File: config.mk
export PLATFORM = sky130hd
export DESIGN_NAME = mfp_timer_ng
export DESIGN_NICKNAME = d
export VERILOG_FILES = /design/src/rtl/mfp_timer_ng.sv
export SDC_FILE = /design/constraint.sdc
export NUM_CORES = 1
export LEC_CHECK = 0
export BUFFER_PORTS_ARGS = -buffer_cell sky130_fd_sc_hd__buf_2
export CORE_ASPECT_RATIO = 0.6
export CORE_MARGIN = 3
export CORE_UTILIZATION = 31
export CTS_CLUSTER_DIAMETER = 40
export DETAILED_ROUTE_END_ITERATION = 10
export GPL_TIMING_DRIVEN = 1
export PLACE_DENSITY = 0.58
export SYNTH_ARGS = -nofsm -noshare
export SYNTH_HDL_FRONTEND = slang
export SYNTH_SLANG_ARGS = --single-unit
File: constraint.sdc
create_clock -name CLK -period 3.8 [get_ports CLK]
set_input_delay 0.19 -clock CLK [delete_from_list [all_inputs] [get_ports CLK]]
set_output_delay 0.19 -clock CLK [all_outputs]
set_load 0.02 [all_outputs]
File: src/rtl/mfp_timer_ng.sv
// mfp_timer_ng: MFP-style timer channel with delay, event and pulse-width modes, one-shot operation and sticky DONE.
module mfp_timer_ng #(
    parameter int WIDTH      = 8,
    parameter int TRIG_DEPTH = 8,
    parameter int PSC_WRAP   = 199
) (
    input  logic             CLK,
    input  logic             RST_N,
    input  logic             XCLK_EN,
    input  logic             DS,
    input  logic             DAT_WE,
    input  logic [WIDTH-1:0] DAT_I,
    output logic [WIDTH-1:0] DAT_O,
    input  logic             CTRL_WE,
    input  logic [5:0]       CTRL_I,
    output logic [4:0]       CTRL_O,
    input  logic             T_I,
    output logic             PULSE_MODE,
    output logic             EVENT_MODE,
    output logic             T_O,
    output logic             T_O_PULSE,
    output logic             DONE,
    output logic [WIDTH-1:0] SET_DATA_OUT
);
    localparam int HALF = TRIG_DEPTH / 2;
    localparam logic [7:0] WRAP = 8'(PSC_WRAP);
    localparam logic [TRIG_DEPTH-1:0] EDGE_PAT = {{HALF{1'b0}}, {HALF{1'b1}}};

    logic [4:0]            ctrl_q, ctrl_d;
    logic [WIDTH-1:0]      data_q, data_d, cnt_q, cnt_d, rd_q, rd_d;
    logic [7:0]            psc_q, psc_d, cmp;
    logic                  tick_q, tick_d, count_q, count_d;
    logic                  sync1_q, sync2_q, ds_q;
    logic [TRIG_DEPTH-1:0] shift_q, shift_d;
    logic                  t_o_q, t_o_d, pulse_q, done_q, done_d;
    logic [2:0]            sel;
    logic                  running, delay_m, event_m, pulse_m;
    logic                  psc_hit, trig_edge, trig_level, apply, timeout, one_shot_end;

    always_comb begin
        sel     = ctrl_q[2:0];
        running = ctrl_q[3:0] != 4'd0;
        delay_m = !ctrl_q[3] && sel != 3'd0;
        event_m = ctrl_q[3:0] == 4'b1000;
        pulse_m = ctrl_q[3] && sel != 3'd0;
        cmp = 8'd199;
        case (sel)
            3'd1: cmp = 8'd3;
            3'd2: cmp = 8'd9;
            3'd3: cmp = 8'd15;
            3'd4: cmp = 8'd49;
            3'd5: cmp = 8'd63;
            3'd6: cmp = 8'd99;
            default: cmp = 8'd199;
        endcase
    end

    // Prescaler and trigger filter both advance only on the timer-clock enable.
    always_comb begin
        psc_hit    = psc_q == cmp || psc_q == WRAP;
        psc_d      = sel == 3'd0 ? 8'd0 : !XCLK_EN ? psc_q : psc_hit ? 8'd0 : psc_q + 8'd1;
        tick_d     = sel != 3'd0 && XCLK_EN && psc_hit;
        shift_d    = XCLK_EN ? {shift_q[TRIG_DEPTH-2:0], sync2_q} : shift_q;
        trig_edge  = shift_q == EDGE_PAT;
        trig_level = &shift_q[HALF-1:0];
        count_d    = (delay_m && tick_q) || (event_m && XCLK_EN && trig_edge) ||
                     (pulse_m && tick_q && trig_level);
    end

    // A count pending when the timer has just been stopped is dropped so a stopped counter stays frozen.
    always_comb begin
        apply        = count_q && running;
        timeout      = apply && cnt_q == WIDTH'(1);
        one_shot_end = timeout && ctrl_q[4];
        data_d       = DAT_WE ? DAT_I : data_q;
        cnt_d        = timeout ? data_d : apply ? cnt_q - WIDTH'(1) :
                       (DAT_WE && !running) ? DAT_I : cnt_q;
        ctrl_d       = CTRL_WE ? CTRL_I[4:0] : one_shot_end ? 5'b10000 : ctrl_q;
        done_d       = CTRL_WE ? 1'b0 : one_shot_end || done_q;
        t_o_d        = (CTRL_WE && CTRL_I[5]) ? 1'b0 : t_o_q ^ timeout;
        rd_d         = (DS && !ds_q) ? cnt_q : rd_q;
    end

    always_ff @(posedge CLK or negedge RST_N) begin
        if (!RST_N) begin
            ctrl_q  <= '0;
            data_q  <= '0;
            cnt_q   <= '0;
            rd_q    <= '0;
            psc_q   <= '0;
            tick_q  <= 1'b0;
            count_q <= 1'b0;
            sync1_q <= 1'b0;
            sync2_q <= 1'b0;
            shift_q <= '0;
            ds_q    <= 1'b0;
            t_o_q   <= 1'b0;
            pulse_q <= 1'b0;
            done_q  <= 1'b0;
        end else begin
            ctrl_q  <= ctrl_d;
            data_q  <= data_d;
            cnt_q   <= cnt_d;
            rd_q    <= rd_d;
            psc_q   <= psc_d;
            tick_q  <= tick_d;
            count_q <= count_d;
            sync1_q <= T_I;
            sync2_q <= sync1_q;
            shift_q <= shift_d;
            ds_q    <= DS;
            t_o_q   <= t_o_d;
            pulse_q <= timeout;
            done_q  <= done_d;
        end
    end

    assign DAT_O        = rd_q;
    assign CTRL_O       = ctrl_q;
    assign PULSE_MODE   = pulse_m;
    assign EVENT_MODE   = event_m;
    assign T_O          = t_o_q;
    assign T_O_PULSE    = pulse_q;
    assign DONE         = done_q;
    assign SET_DATA_OUT = data_q;
endmodule

==> flow_metrics.env <==
export IMPL_relSlewSlack=0.5473
export IMPL_ios=47
export IMPL_grt_overflow=0
export IMPL_dieArea_um2=10060
export IMPL_grt_pass1_wl_mm=10.81
export IMPL_clk_path_buf_depth=2
export IMPL_yosys_warnings=0
export IMPL_placement_rows=25
export IMPL_cap_viol_max_count=0
export IMPL_drt_iter0_markers=177
export IMPL_multi_input_area_um2=1286
export IMPL_yosysMostFrequentCell="dfrtp_1"
export IMPL_n_antenna_cell=0
export IMPL_hp_class="in2async"
export IMPL_cts_buffers=5
export IMPL_path_class="reg2reg"
export IMPL_min_period_ns=2.202
export IMPL_synthToLayoutAreaGrowth_pct=15.40
export IMPL_fillCellCount=848
export IMPL_worst_pin_slew_ns=0.6790
export IMPL_power_ir_vdd_worst_mv=0.3125
export IMPL_leakagePower_nw=1.373
export IMPL_worstSkewPairLatency_ns=0.29
export IMPL_fp_dieH_um=78.91
export IMPL_cp_end_kind="flop"
export IMPL_finalSetupTns_ns=0
export IMPL_antenna_found_initial=0
export IMPL_fin_crit_sh=0.5795
export IMPL_nets=324
export IMPL_grt_max_degree=54
export IMPL_coreArea_um2=8227
export IMPL_cts_tree="built"
export IMPL_cp_startpoint="cnt_q[3]"
export IMPL_synth_avg_cell_area_um2=10.44
export IMPL_gp_congestion=0.8619
export IMPL_setup_viol=0
export IMPL_drtAntennaViolNets=0
export IMPL_synth_seq_cells=53
export IMPL_crit_end="cnt_q[7]"
export IMPL_routed_via_density=5.186
export IMPL_crit_path_max_fanout=13
export IMPL_crit_required_ns=4.01
export IMPL_hpwl_mm=4.778
export IMPL_regToRegSetupSlack_ns=1.60
export IMPL_outcome="complete, no violations"
export IMPL_die_w_um=127.5
export IMPL_htree_levels=2
export IMPL_clk_pin_slew_ns=0.07
export IMPL_grt_usage=0.1353
export IMPL_p_per_area_nw_per_um2=566.8
export IMPL_postCtsResizedCells=0
export IMPL_rr_endpoint="cnt_q[7]"
export IMPL_syn_num_nets=287
export IMPL_synth_ff_type="dfrtp_1"
export IMPL_synthTopCellsByCount="dfrtp_1 (53), o21ai_0 (26), nand2_1 (25), mux2_2 (23), nor2_1 (13)"
export IMPL_dp_slack_ns=1.605
export IMPL_reg2regPathDepth=6
export IMPL_netlist_area_um2=2746
export IMPL_max_freq_ghz=0.4541
export IMPL_drc=0
export IMPL_register_area_um2=1326
export IMPL_ys_top_cells_by_area="dfrtp_1 (48%), mux2_2 (9.4%), o21ai_0 (4.7%), nand2_1 (3.4%), a21oi_1 (2.0%)"
export IMPL_io_buffers=46
export IMPL_cp_start_kind="flop"
export IMPL_async_flop_share=1.000
export IMPL_seq_area_frac_synth=0.4829
export IMPL_fin_hold_ws_ns=0.01804
export IMPL_hold_violations=0
export IMPL_drive_above_1_share=0.3023
export IMPL_wirelength_mm=6.421
export IMPL_rr_startpoint="cnt_q[3]"
export IMPL_synth_top_area_share=0.4829
export IMPL_firstDrtPassIters=4
export IMPL_netlist_top_cell_by_area="dfrtp_1"
export IMPL_initial_core_util=0.3338
export IMPL_wl_per_cell_um=15.70
export IMPL_rsz0062_at_grt="no"
export IMPL_cts_root_buffer="clkbuf_16"
export IMPL_arrival_ns=2.41
export IMPL_vias=2121
export IMPL_fin_ws_ns=1.598
export IMPL_synth_edf_count=0
export IMPL_final_max_slew_viol_count=0
export IMPL_syn_inst=263
export IMPL_grt_pass1_vias=1990
export IMPL_finalClockSkew_ns=0.004520
export IMPL_cts_sinks=53
export IMPL_synth_cell_types=51
cell families (layout without fill, tap and decap cells):
group,count (synthesis),after routing,share of synthesized area
AO/OA/AOI/OAI,61,61,0.1403
XOR/XNOR,7,7,0.02232
adder cells (fa/ha/maj),3,3,0.01367
buffers and inverters,24,62,0.04874
flip-flops,53,53,0.4829
multiplexers,28,28,0.1125
AND/OR/NAND/NOR,87,87,0.1795
power breakdown:
part	internal, W	switching, W
combinational	0.000219	0.000282
clock	0.000249	0.000212
sequential	0.000692	0.000143
total	0.00116	0.000637
per-layer routing:
metal,vias to the layer above,wire (um),share of wire,global-route usage
met5,-,0,0,0
met4,0,63,0.0098,0.03533
met1,1017,3537,0.55,0.2210
li1,1031,-,-,-
met3,5,474,0.074,0.03629
met2,68,2346,0.37,0.1684
layout by cell type, fill, tap and decap left out, types with 2 or more instances in the layout:
cell | synthesis | final
dfrtp_1 | 53 | 53
clkbuf_16 | 0 | 5
nand3_1 | 11 | 11
and3_1 | 5 | 5
a221oi_1 | 4 | 4
and2_2 | 2 | 2
o21ai_0 | 26 | 26
a211oi_1 | 6 | 6
inv_1 | 6 | 6
mux2_2 | 23 | 23
buf_2 | 3 | 46
clkinv_4 | 0 | 2
nand3b_1 | 3 | 3
xor2_1 | 2 | 2
nor4b_1 | 2 | 2
nand2_1 | 25 | 25
nor3b_1 | 2 | 2
xnor2_1 | 5 | 5
a31oi_1 | 3 | 3
a21oi_1 | 11 | 11
a2111oi_0 | 2 | 2
nor4_1 | 3 | 3
mux2i_1 | 5 | 5
ha_1 | 3 | 3
nor2_1 | 13 | 13
nor3_1 | 7 | 7
worst max-delay path, stage by stage, from the launching register on:
cell,delay (ns)
dfrtp_1,0.46
or4_4,0.60
nor3_4,0.41
and2_4,0.27
a221o_1,0.16
nor3_1,0.05
nor3_1,0.17
sequential cells by signal, summed over array words and instances, names as in the netlist, 5 cells and up:
name and cells:
psc_q 8, SET_DATA_OUT 8, shift_q 8, cnt_q 8
CTRL_O 5, DAT_O 8
through the flow:
stage,util,area [um^2],std cells,total power (W)
floorplan,-,2746,263,0.001193
global placement,0.3656,3008,400,0.001346
global route,0.3852,3169,409,0.001933
finish,0.3852,3169,409,0.001796
detailed placement,0.3656,3008,400,0.001350
CTS,0.3852,3169,409,0.001818
how the worst min path moves through the flow:
stage,end,slack (ns),cells past startpoint
5_1_grt,ds_q,0.02,1
3_3_place_gp,sync1_q,0.30,1
3_5_place_dp,sync1_q,0.30,1
6_report,shift_q[3],0.02,2
4_1_cts,ds_q,0.03,1
2_1_floorplan,CTRL_O[0],-0.11,0
what timing repair did:
item                      4_1_cts  5_1_grt
hold buffers                    1        0
hold endpoints to repair        1        0
buffers inserted                0        0
cell type report:
type | instances | share of cell area
sequential | 53 | 0.4185
multi-input combinational | 186 | 0.4058
timing repair buffer | 48 | 0.07817
tap | 108 | 0.04264
clock buffer | 5 | 0.03948
clock inverter | 3 | 0.008291
inverter | 6 | 0.007106
No activity file was read; power rests on OpenSTA's default activity.
